**config.mk**
```make
export PLATFORM = sky130hd
export DESIGN_NAME = dmem_bridge
export DESIGN_NICKNAME = d
export VERILOG_FILES = /design/src/rtl/dmem_pkg.sv /design/src/rtl/dmem_lane_align.sv /design/src/rtl/dmem_bridge.sv
export SDC_FILE = /design/constraint.sdc
export NUM_CORES = 1
export LEC_CHECK = 0
export ABC_CLOCK_PERIOD_IN_PS = 2050
export CORE_ASPECT_RATIO = 0.9
export CORE_MARGIN = 8
export CORE_UTILIZATION = 43
export CTS_BUF_LIST = sky130_fd_sc_hd__clkbuf_16
export CTS_CLUSTER_DIAMETER = 150
export CTS_CLUSTER_SIZE = 40
export DETAILED_ROUTE_END_ITERATION = 8
export PLACE_DENSITY = 0.94
export SETUP_SLACK_MARGIN = 0.1
export SLEW_MARGIN = 40
export SYNTH_ARGS = -nofsm -noshare
export SYNTH_HDL_FRONTEND = slang
export SYNTH_SLANG_ARGS = --single-unit
export TNS_END_PERCENT = 10
```
**constraint.sdc**
```tcl
create_clock -name clk -period 2.05 [get_ports clk]
set_input_delay 0.41 -clock clk [delete_from_list [all_inputs] [get_ports clk]]
set_output_delay 0.41 -clock clk [all_outputs]
set_load 0.01 [all_outputs]
```
**src/rtl/dmem_pkg.sv**
```systemverilog
// Shared types and helpers for the data-memory bus bridge.
// Size encodings follow funct3[1:0]: byte, half, word, double.
package dmem_pkg;

  typedef enum logic [1:0] {
    ST_IDLE,
    ST_REQ,
    ST_RESP,
    ST_DONE
  } dmem_state_t;

  localparam logic [1:0] SZ_B = 2'd0;
  localparam logic [1:0] SZ_H = 2'd1;
  localparam logic [1:0] SZ_W = 2'd2;
  localparam logic [1:0] SZ_D = 2'd3;

  function automatic logic [7:0] size_to_mask(input logic [1:0] size);
    logic [7:0] mask;
    case (size)
      SZ_B:    mask = 8'h01;
      SZ_H:    mask = 8'h03;
      SZ_W:    mask = 8'h0F;
      default: mask = 8'hFF;
    endcase
    return mask;
  endfunction

  function automatic logic is_misaligned(input logic [2:0] offset, input logic [1:0] size);
    logic mis;
    case (size)
      SZ_B:    mis = 1'b0;
      SZ_H:    mis = offset[0];
      SZ_W:    mis = |offset[1:0];
      default: mis = |offset;
    endcase
    return mis;
  endfunction

endpackage

```
**src/rtl/dmem_lane_align.sv**
```systemverilog
// Places right-aligned store data and its byte strobes onto the 8-byte bus lanes.
// Purely combinational; no latency, no flow control.
module dmem_lane_align
  import dmem_pkg::*;
#(
  parameter int N = 64
) (
  input  logic [2:0]   offset,
  input  logic [1:0]   size,
  input  logic [N-1:0] data,
  output logic [N-1:0] wdata,
  output logic [7:0]   wstrb
);

  assign wdata = data << {offset, 3'b000};
  assign wstrb = size_to_mask(size) << offset;

endmodule

```
**src/rtl/dmem_bridge.sv**
```systemverilog
// Bridges the datapath's combinational data-memory port onto a valid/ready bus.
// Min 3 stall cycles + 1 completion cycle; stalls the core for any bus wait state.
// Optional DMEM_TIMEOUT_EN bounds the REQ/RESP wait to TIMEOUT_CYCLES cycles.
module dmem_bridge
  import dmem_pkg::*;
#(
  parameter int N              = 64,
  parameter int TIMEOUT_CYCLES = 255
) (
  input  logic         clk,
  input  logic         reset,
  input  logic [N-1:0] DM_addr,
  input  logic [N-1:0] DM_writeData,
  input  logic         DM_writeEnable,
  input  logic         DM_readEnable,
  input  logic [2:0]   memWidth,
  output logic [N-1:0] DM_readData,
  output logic         dm_stall,
  output logic         dm_accessFault,
  output logic         bus_req_valid,
  input  logic         bus_req_ready,
  output logic         bus_req_we,
  output logic [N-1:0] bus_addr,
  output logic [N-1:0] bus_wdata,
  output logic [7:0]   bus_wstrb,
  input  logic         bus_resp_valid,
  input  logic [N-1:0] bus_resp_rdata,
  input  logic         bus_resp_err
);

  dmem_state_t  state;
  logic         req_any;
  logic         misaligned;
  logic         tmo_hit;
  logic [N-1:0] al_wdata;
  logic [7:0]   al_wstrb;
  logic         unused_width;

  assign unused_width = memWidth[2];
  assign req_any      = DM_writeEnable | DM_readEnable;
  assign misaligned   = is_misaligned(DM_addr[2:0], memWidth[1:0]);

  dmem_lane_align #(.N(N)) u_align (
    .offset (DM_addr[2:0]),
    .size   (memWidth[1:0]),
    .data   (DM_writeData),
    .wdata  (al_wdata),
    .wstrb  (al_wstrb)
  );

  // The core must freeze in the very cycle it presents the access.
  assign dm_stall = ~reset & (((state == ST_IDLE) & req_any) |
                              (state == ST_REQ) | (state == ST_RESP));

`ifdef DMEM_TIMEOUT_EN
  logic [7:0] tmo_cnt;

  always_ff @(posedge clk) begin
    if (reset || state == ST_IDLE || state == ST_DONE) tmo_cnt <= '0;
    else                                              tmo_cnt <= tmo_cnt + 8'd1;
  end

  assign tmo_hit = (tmo_cnt == 8'(TIMEOUT_CYCLES - 1));
`else
  localparam int unused_tmo = TIMEOUT_CYCLES;
  assign tmo_hit = 1'b0;
`endif

  always_ff @(posedge clk) begin
    if (reset) begin
      state          <= ST_IDLE;
      DM_readData    <= '0;
      dm_accessFault <= 1'b0;
      bus_req_valid  <= 1'b0;
      bus_req_we     <= 1'b0;
      bus_addr       <= '0;
      bus_wdata      <= '0;
      bus_wstrb      <= 8'h00;
    end else begin
      dm_accessFault <= 1'b0;
      case (state)
        ST_IDLE: begin
          if (req_any) begin
            if (misaligned) begin
              state          <= ST_DONE;
              dm_accessFault <= 1'b1;
              if (!DM_writeEnable) DM_readData <= '0;
            end else begin
              state         <= ST_REQ;
              bus_req_valid <= 1'b1;
              bus_req_we    <= DM_writeEnable;
              bus_addr      <= {DM_addr[N-1:3], 3'b000};
              bus_wdata     <= al_wdata;
              bus_wstrb     <= DM_writeEnable ? al_wstrb : 8'h00;
            end
          end
        end
        ST_REQ: begin
          if (bus_req_ready) begin
            bus_req_valid <= 1'b0;
            state         <= ST_RESP;
          end else if (tmo_hit) begin
            bus_req_valid  <= 1'b0;
            state          <= ST_DONE;
            dm_accessFault <= 1'b1;
            DM_readData    <= '0;
          end
        end
        ST_RESP: begin
          if (bus_resp_valid) begin
            state          <= ST_DONE;
            dm_accessFault <= bus_resp_err;
            if (!bus_req_we) DM_readData <= bus_resp_err ? '0 : bus_resp_rdata;
          end else if (tmo_hit) begin
            state          <= ST_DONE;
            dm_accessFault <= 1'b1;
            DM_readData    <= '0;
          end
        end
        default: state <= ST_IDLE;
      endcase
    end
  end

endmodule

```
### Yosys cells after proc, flatten, opt, wreduce, memory -nomap -nowiden

Index checks and enable logic that the tools add are counted.

| word-level totals | value |
|---|---|
| bits in registers | 202 |
| bits of input ports | 202 |
| logic and storage cells | 61 |

| operators by class | value |
|---|---|
| equality and inequality tests | 11 |
| shift operators | 2 |
| muxes and demuxes | 23 |
| bitwise gates (word level) | 7 |
| reductions and logical operators | 10 |

Operators with widths:

| operator | count |
|---|---|
| two-way mux 64 bit | 6 |
| case mux 64 bit (2 select lines) | 1 |
| << shifter 64 x 6 -> 64 bit | 1 |
| case mux 8 bit (3 select lines) | 1 |
| inequality test 2 bit, second input constant | 7 |
| two-way mux 2 bit | 4 |
| two-way mux 8 bit | 1 |
| << shifter 8 x 3 -> 8 bit | 1 |
| two-way mux 1 bit | 6 |
| case mux 2 bit (3 select lines) | 1 |
| AND reduction 3 bit | 2 |
| AND reduction 6 bit | 1 |
| == test 2 x 1 -> 1 bit, second input constant | 2 |
| == test 2 bit, second input constant | 2 |
| zero test 2 bit | 2 |
| case mux 1 bit (2 select lines) | 2 |
| AND reduction 4 bit | 1 |
| nonzero test 2 bit | 2 |
| OR 1 bit | 3 |
| case mux 1 bit (3 select lines) | 1 |
| OR reduction 3 bit | 1 |
| bitwise AND 1 bit | 2 |
| NOT 1 bit | 2 |
| OR reduction 2 bit | 1 |

### Longest topological paths before layout

Gate-level depths: netlist (run 1).

| logic depth | value |
|---|---|
| word-level depth | 5 |
| mapped depth | 9 |

### Cells and area by module

From an unflattened synthesis (run 1), not the netlist that was laid out.

| unflattened totals | value |
|---|---|
| cells, all modules | 1158 |
| area total of the unflattened synthesis | 9718.1 um^2 |

By module, submodules not included:

| module | times used | cells an instance | area an instance (um^2) | seq. area each (um^2) |
|---|---|---|---|---|
| dmem_bridge | 1 | 899 | 7687.4 | 4043.9 |
| dmem_lane_align | 1 | 259 | 2030.7 | 0.0 |

### Worst setup path before layout (run 1)

Ideal clock, no wire load.

| path | value |
|---|---|
| path kind | input -> register |
| start | in DM_addr[0] |
| end | reg bus_wdata[30] |
| arrival time | 1.605 ns |
| data required time | 1.918 ns |
| slack | 0.313 ns |
| cell stages on the path | 6 |
| cells stage by stage | buf_4 buf_4 buf_4 mux2_2 a221oi_1 nor3_1 |

| between the ends | value |
|---|---|
| word-level cells in the longest chain between the ends | 4 |
| elaborated cells on any way between the ends | 6 |

RTL lines:

| what | line | text |
|---|---|---|
| start: declaration | dmem_bridge.sv:12 | `input logic [N-1:0] DM_addr,` |
| branches (longest 4 deep; another with << shifter 64 x 6 -> 64 bit) | n/a |  |
| end signal: assignment | dmem_bridge.sv:93 | `bus_wdata <= al_wdata;` |
| end: declaration | dmem_bridge.sv:24 | `output logic [N-1:0] bus_wdata,` |

Several ways; the timed one is not identified.
A chain may end at the register's enable or synchronous reset.

### Final worst setup path (run 1)

| path | value |
|---|---|
| start | in DM_addr[2] |
| end | reg bus_wdata[52] |

| between the ends | value |
|---|---|
| word-level cells in the longest chain between the ends | 4 |
| elaborated cells on any way between the ends | 5 |

RTL lines:

| what |
|---|
| branches (longest 4 deep; another with << shifter 64 x 6 -> 64 bit) |

Several ways; the timed one is not identified.

==> results of run 1 <==
-- state kept, by name, indices dropped and copies added (netlist names) --
| signal | cells |
|---|---|
| bus_wdata | 64 |
| dm_accessFault | 1 |
| bus_req_valid | 1 |
| bus_wstrb | 8 |
| DM_readData | 64 |
| bus_req_we | 1 |
| state | 2 |
| bus_addr | 61 |
-- layout make-up --
cell class	count	area, sq um	area share, %
antenna	2	5.00	0.0352
clock buffer	9	225	1.58
clock inverter	1	30.0	0.211
inverter	7	26.3	0.185
multi-input combinational	782	4770	33.5
sequential	202	4050	28.4
tap	291	364	2.56
timing repair buffer	478	4760	33.5
-- power by group --
part / switching, mW / internal [mW] / leakage [nW]
Combinational: 2.41 / 2.44 / 3.64
Clock: 1.28 / 0.829 / 0.122
Sequential: 0.278 / 4.42 / 1.64
Total: 3.97 / 7.69 / 5.40
-- worst max-delay path: stages --
cell and delay [ns]:
clkdlybuf4s50_1 0.49, buf_4 0.21, nor2b_1 0.64, a22oi_1 0.23
a21oi_1 0.23, nor3_1 0.07
-- kinds of logic (layout without fill, tap and decap cells) --
kind of cell / after synthesis / count (layout) / share of synthesized area [%]
xor+xnor: 6 / 6 / 0.564
flops: 202 / 202 / 43.4
mux: 135 / 135 / 15.0
fa+ha+maj: 4 / 4 / 0.537
other cells: 1 / 5 / 0.0402
buf+inv: 102 / 495 / 6.01
simple gates: 455 / 455 / 21.6
compound gates: 179 / 179 / 12.9
-- stage by stage --
step / instances / TNS [ns] / power [mW]
global route: 1772 / 0 / 12.2
global placement: 1758 / -33.17 / 9.44
finish: 1772 / 0 / 11.7
floorplan: 1086 / 0 / 7.30
detailed placement: 1758 / -42.39 / 9.57
CTS: 1770 / 0 / 11.7
-- worst min path at each step --
stage	start	endpoint	slack (ns)	cells after the start
after global routing	DM_addr[0]	bus_wstrb[5]$_SDFFE_PP0P_	0.36	3
final	DM_addr[0]	bus_wstrb[5]$_SDFFE_PP0P_	0.37	3
after global placement	bus_wdata[12]$_SDFFE_PP0P_	bus_wdata[12]$_SDFFE_PP0P_	0.44	2
after floorplan	state[0]$_SDFFE_PP0P_	state[0]$_SDFFE_PP0P_	0.47	2
after detailed placement	bus_wdata[11]$_SDFFE_PP0P_	bus_wdata[11]$_SDFFE_PP0P_	0.45	2
after CTS	DM_addr[0]	bus_wstrb[5]$_SDFFE_PP0P_	0.35	3
-- cells in the mapped netlist (3+ instances only) --
library cell,number
nand3_1,34
nor2_1,45
o211ai_1,9
inv_1,6
clkbuf_1,49
o2111ai_1,6
nand2b_1,65
or3_1,8
buf_6,15
dfxtp_1,202
mux4_2,3
o2bb2ai_1,7
mux2_2,11
buf_2,16
nor3_1,21
buf_1,3
a32oi_1,3
a311oi_1,10
a221oi_1,17
xnor2_1,5
buf_4,12
nand3b_1,3
ha_1,4
a311oi_2,4
mux2i_1,121
a21oi_1,103
nand2_1,268
-- routing by layer --
metal	part of all wire, %	wire [microns]	global-route usage, %	up-vias
met5	0	0	0	-
met4	5.0	1770	11.2	0
met2	48	17100	43.5	533
li1	-	-	-	4474
met1	36	12900	27.2	4488
met3	10	3690	7.18	105
-- what timing repair did --
item / in CTS / in global routing
setup endpoints to repair: 1 / 14
gates resized for setup: 10 / 1
setup buffers: 2 / 0
hold buffers: 0 / 0
==> run_results.csv, run 1 <==
group,metric,value,unit
finish,layout_commonest_cell,"clkdlybuf4s50_1",
run_status,status,"completed",
power_and_ir_drop,peakVddDrop,0.620,mV
synthesis,mappedNetlistArea,9320,sq um
placed_design,place_hpwl,27.7,mm
finish,layout-drive-gt1-share,8.52,%
finish,layout_common_cells,"clkdlybuf4s50_1, nand2_1, dfxtp_1",
sta,period_share,94.3,%
synthesis,yosysTopAreaCell,"dfxtp_1",
routing,drtAntennaViolNets,0,
worst_setup_path,critPathMaxFanout,10,
job,max_cap_violations,0,
sta,min_period,1.93,ns
placed_design,dp_slack,-0.303,ns
sta,slew_viol_final,0,
finish,final_area,14200,sq um
worst_setup_path,critical_path_class,"primary input to register",
worst_setup_path,start_kind,"primary input",
clock_tree,clk_root_buffer_cell,"clkbuf_16",
global_routing,grt_overflow,0,
routing,drt-wirelength-per-cell,20.0,microns
global_routing,grt_pass1_vias,9569,
synthesis,seq_area_frac_synth,43.4,%
worst_setup_path,crit-reg2reg-launch,"state[1]$_SDFFE_PP0P_",
global_routing,grt_pass1_wl,52.7,mm
clock_tree,cts_buffers,9,
worst_setup_path,worstPathRequired,2.40,ns
clock_tree,htree_levels,1,
finish,area_delta_synth_final,52.6,%
synthesis,ys_types,54,
placed_design,gp_congestion,0.964,
sta,tightest_slew,0.817,ns
synthesis,synth_seq_cells,202,
hold_path,hold_path_class,"primary input to register",
synthesis,synth_area_per_cell,8.60,sq um
synthesis,synth_top_cells_by_area,"dfxtp_1, mux2i_1, nand2_1",
sta,finClkSkew,0.0620,ns
clock_tree,cts_buffer_depth,3,
power_and_ir_drop,leakage,5.40,nW
placed_design,dpl_cell_area,13900,sq um
sta,hold_viol,0,
sta,max_freq,517,MHz
worst_setup_path,rrSetupSlack,0.15,ns
clock_tree,cts.sinks,202,
worst_setup_path,endpoint,"bus_wdata[52]$_SDFFE_PP0P_",
synthesis,synth_edf_count,0,
clock_tree,clk_pin_slew_worst_paths,0.14,ns
floorplan,die_x,171,microns
global_routing,track_usage,24.7,%
worst_setup_path,rr_endpoint,"bus_wdata[47]$_SDFFE_PP0P_",
synthesis,synth_ff_type,"dfxtp_1",
finish,layout.nets,1686,
finish,fillers,1580,
routing,initialDrtViolationCount,753,
worst_setup_path,startpoint,"DM_addr[2]",
clock_tree,cts_tree,"yes",
synthesis,synth_warnings,0,
clock_tree,clk_latency,0.48,ns
routing,drc,0,
global_routing,antenna_found_initial,2,
floorplan,ios,406,
routing,dr.pass1.iters,5,
routing,via_count,9600,
worst_setup_path,reg2reg_depth,9,
floorplan,start_util,43.5,%
global_routing,grt_max_degree,90,
synthesis,syn_inst,1084,
routing,routed_wl,35.5,mm
routing,avgViaCountPerCell,5.42,
worst_setup_path,cp.arrival,2.29,ns
sta,setup-violations-final,0,
synthesis,synth_top_area_share,43.4,%
worst_setup_path,setup.worst_path.end_class,"register",
sta,slew_headroom,45.4,%
sta,whs,0.367,ns
placed_design,io_buffers,401,
sta,rsz0062_at_grt,"yes",
power_and_ir_drop,power_density,820,nW/um^2
floorplan,die_h,156,microns
floorplan,dieArea,26700,sq um
floorplan,core,21400,sq um
sta,layout_setup_ws,0.117,ns
finish,final_util,66.4,%
floorplan,fp-row-count,51,
synthesis,async_reset_ff_share,0,%
Power figures use the tool's default switching activity.
==> run 2, diff against run 1 <==
Settings changed: ABC_AREA set to 1, CTS_CLUSTER_DIAMETER 150 to not set, PLACE_DENSITY 0.94 to 0.93.
==> run_results.csv, run 2 <==
group,metric,value,unit
run_status,status,"completed",
synthesis,ys_types,25,
synthesis,synth.top_cells.by_count,"nand2_1, nor2_1, dfxtp_1, o21ai_0, inv_1",
finish,layout_commonest_cell,"clkdlybuf4s50_1",
finish,layout-drive-gt1-share,6.18,%
worst_setup_path,critical-path-max-stage-delay,0.44,ns
clock_tree,clk_root_buffer_cell,"clkbuf_16",
sta,fin_setup_tns,0,ns
sta,rsz0062_at_grt,"yes",
power_and_ir_drop,p_clk_share,21.8,%
finish,fillers,1695,
worst_setup_path,crit_family,"buffers and inverters",
floorplan,core,22300,sq um
power_and_ir_drop,p_sw,6.72,mW
sta,setup-violations-final,0,
global_routing,antenna_found_initial,2,
worst_setup_path,crit-reg2reg-launch,"state[0]$_SDFFE_PP0P_",
finish,area_delta_synth_final,55.0,%
power_and_ir_drop,p_int,11.4,mW
routing,drt-wirelength-per-cell,17.9,microns
synthesis,synth_edf_count,0,
placed_design,place_hpwl,29.5,mm
clock_tree,htree_levels,1,
power_and_ir_drop,p_comb_share,46.9,%
worst_setup_path,start_kind,"primary input",
synthesis,synth_top_area_share,41.8,%
placed_design,io_buffers,401,
global_routing,track_usage,27.3,%
routing,dr.pass1.iters,6,
clock_tree,cts_buffers,23,
synthesis,synth_seq_cells,202,
sta,tightest_slew,0.843,ns
floorplan,start_util,43.4,%
finish,layout.nets,2116,
floorplan,fp-row-count,52,
global_routing,grt_overflow,0,
synthesis,yosysTopAreaCell,"dfxtp_1",
global_routing,grt_use_met2,48.3,%
power_and_ir_drop,leakage,6.52,nW
clock_tree,cts.sinks,202,
routing,drc,0,
worst_setup_path,startpoint,"DM_writeEnable",
floorplan,dieArea,27500,sq um
clock_tree,cts_tree,"yes",
finish,top_regs,"DM_readData: 64 flops, bus_wdata: 64 flops, bus_addr: 61 flops",
sta,slew_viol_final,0,
routing,via_count,11600,
worst_setup_path,cp.arrival,1.52,ns
finish,multi_input_area,4670,sq um
finish,seqCellArea,4050,sq um
sta,slew_headroom,43.6,%
routing,avgViaCountPerCell,5.20,
power_and_ir_drop,seqPwrFrac,31.4,%
global_routing,use_met1,30.0,%
power_and_ir_drop,power,18.1,mW
hold_path,hold_path_class,"primary input to register",
worst_setup_path,crit_slowest_cell,"clkdlybuf4s50_1",
synthesis,mappedNetlistArea,9670,sq um
worst_setup_path,path_cells,"clkdlybuf4s50_1 > nor2_1 > nor2_4 > nor2_2 > a21oi_1 > buf_2",
global_routing,grt_pass1_vias,11200,
routing,drtAntennaViolNets,0,
synthesis,synth_top_cells_by_area,"dfxtp_1, nand2_1, nor2_1",
power_and_ir_drop,peakVddDrop,0.705,mV
floorplan,die_x,174,microns
synthesis,synth_ff_type,"dfxtp_1",
placed_design,placed_cells,2180,
clock_tree,clk_latency,0.50,ns
floorplan,ios,406,
finish,fin_cells,2225,
finish,final_area,15000,sq um
synthesis,synth_most_common_cell,"nand2_1",
floorplan,die_h,158,microns
clock_tree,clk_pin_slew_worst_paths,0.06,ns
global_routing,grt_pass1_wl,60.6,mm
placed_design,gp_congestion,0.953,
synthesis,async_reset_ff_share,0,%
global_routing,use_met3,7.68,%
job,max_cap_violations,0,
hold_path,min_from,"reset",
routing,initialDrtViolationCount,1198,
synthesis,synth_area_per_cell,6.32,sq um
clock_tree,cts_buffer_depth,3,
worst_setup_path,critPathMaxFanout,2,
sta,finClkSkew,0.00559,ns
routing,routed_wl,39.8,mm
power_and_ir_drop,p_sw_share,37.1,%
sta,period_share,94.3,%
global_routing,grt_most_used_layer,"met2",
finish,layout_common_cells,"clkdlybuf4s50_1, nand2_1, nor2_1",
worst_setup_path,setup.worst_path.end_class,"output port",
synthesis,syn_inst,1529,
global_routing,grt_max_degree,68,
synthesis,seq_area_frac_synth,41.8,%
power_and_ir_drop,power_density,1210,nW/um^2
synthesis,synth_warnings,0,
sta,max_freq,517,MHz
sta,min_period,1.93,ns
worst_setup_path,worstPathRequired,1.64,ns
worst_setup_path,critical_path_class,"primary input to output port",
placed_design,dpl_cell_area,14200,sq um
worst_setup_path,path_buf_inv,2,
sta,hold_viol,0,
## run 2: cell types whose count changed after synthesis, sizes merged, moves of 65 or more
cell,before,now
nor2,45,372
o21ai,2,137
mux2i,121,0
nand2,269,387
inv,7,118
nand3,34,113
nand2b,65,0
## run 2: cell type report
cell class	instances	share of cell area, %
multi-input cells	1103	31.2
clock inverters	18	0.902
flip-flops and latches	202	27.0
inverters	118	2.97
clock buffers	23	3.84
diodes	2	0.0334
repair buffers	462	31.6
well taps	297	2.48
## run 2: what timing repair did
item	in CTS	in global routing
gates resized for setup	12	2
pin swaps	2	0
setup buffers	2	0
gates cloned	0	0
endpoints found under the setup margin	1	1
hold buffers	0	0
## run 2: path summary, 6_finish.rpt
| kind | to | slack (ns) | cells past startpoint |
|---|---|---|---|
| setup / recovery | dm_stall | 0.12 | 6 |
| hold / removal | bus_wdata[40]$_SDFFE_PP0P_ | 0.42 | 4 |
| setup reg to reg | DM_readData[28]$_SDFFE_PP0P_ | 0.23 | 11 |
| hold reg to reg | bus_wdata[37]$_SDFFE_PP0P_ | 0.46 | 2 |
## run 2: power groups by stage
stage               Sequential (mW)  Combinational [mW]  Clock [mW]
global route                   5.80                9.27        4.17
floorplan                      6.19                3.64           0
global placement               5.65                8.02           0
CTS                            5.66                8.44        3.99
detailed placement             5.73                8.29           0
finish                         5.68                8.49        3.94
## run 2: per-layer routing
metal  vias to the layer above  wire length, microns  share of wire, %
met5                         -                    13             0.033
li1                       5510                     -                 -
met1                      5270                 14500                36
met2                       656                 19300                48
met3                       140                  3960                10
met4                         2                  2040               5.1
## run 2: tightest hold or removal path, cell delays in order
cell,delay [ns]
buf_2,0.13
inv_4,0.17
nand2_1,0.12
nor2_1,0.03
## run 2: cell families after synthesis
| family | Yosys count | synth area share, % |
|---|---|---|
| AO/OA/AOI/OAI | 222 | 11.5 |
| flip-flops | 202 | 41.8 |
| adder cells (fa/ha/maj) | 4 | 0.518 |
| other | 1 | 0.0388 |
| buffers and inverters | 226 | 10.2 |
| AND/OR/NAND/NOR | 874 | 35.9 |
## run 2: per-stage QoR
step                      worst slack, ns  hold slack (ns)  utilization (%)
after floorplan                     0.412            0.477                -
after global placement             -0.232            0.453             63.9
after detailed placement           -0.220            0.453             63.9
after CTS                           0.122            0.376             67.3
after global routing               0.0518            0.416             67.3
final                               0.117            0.421             67.3
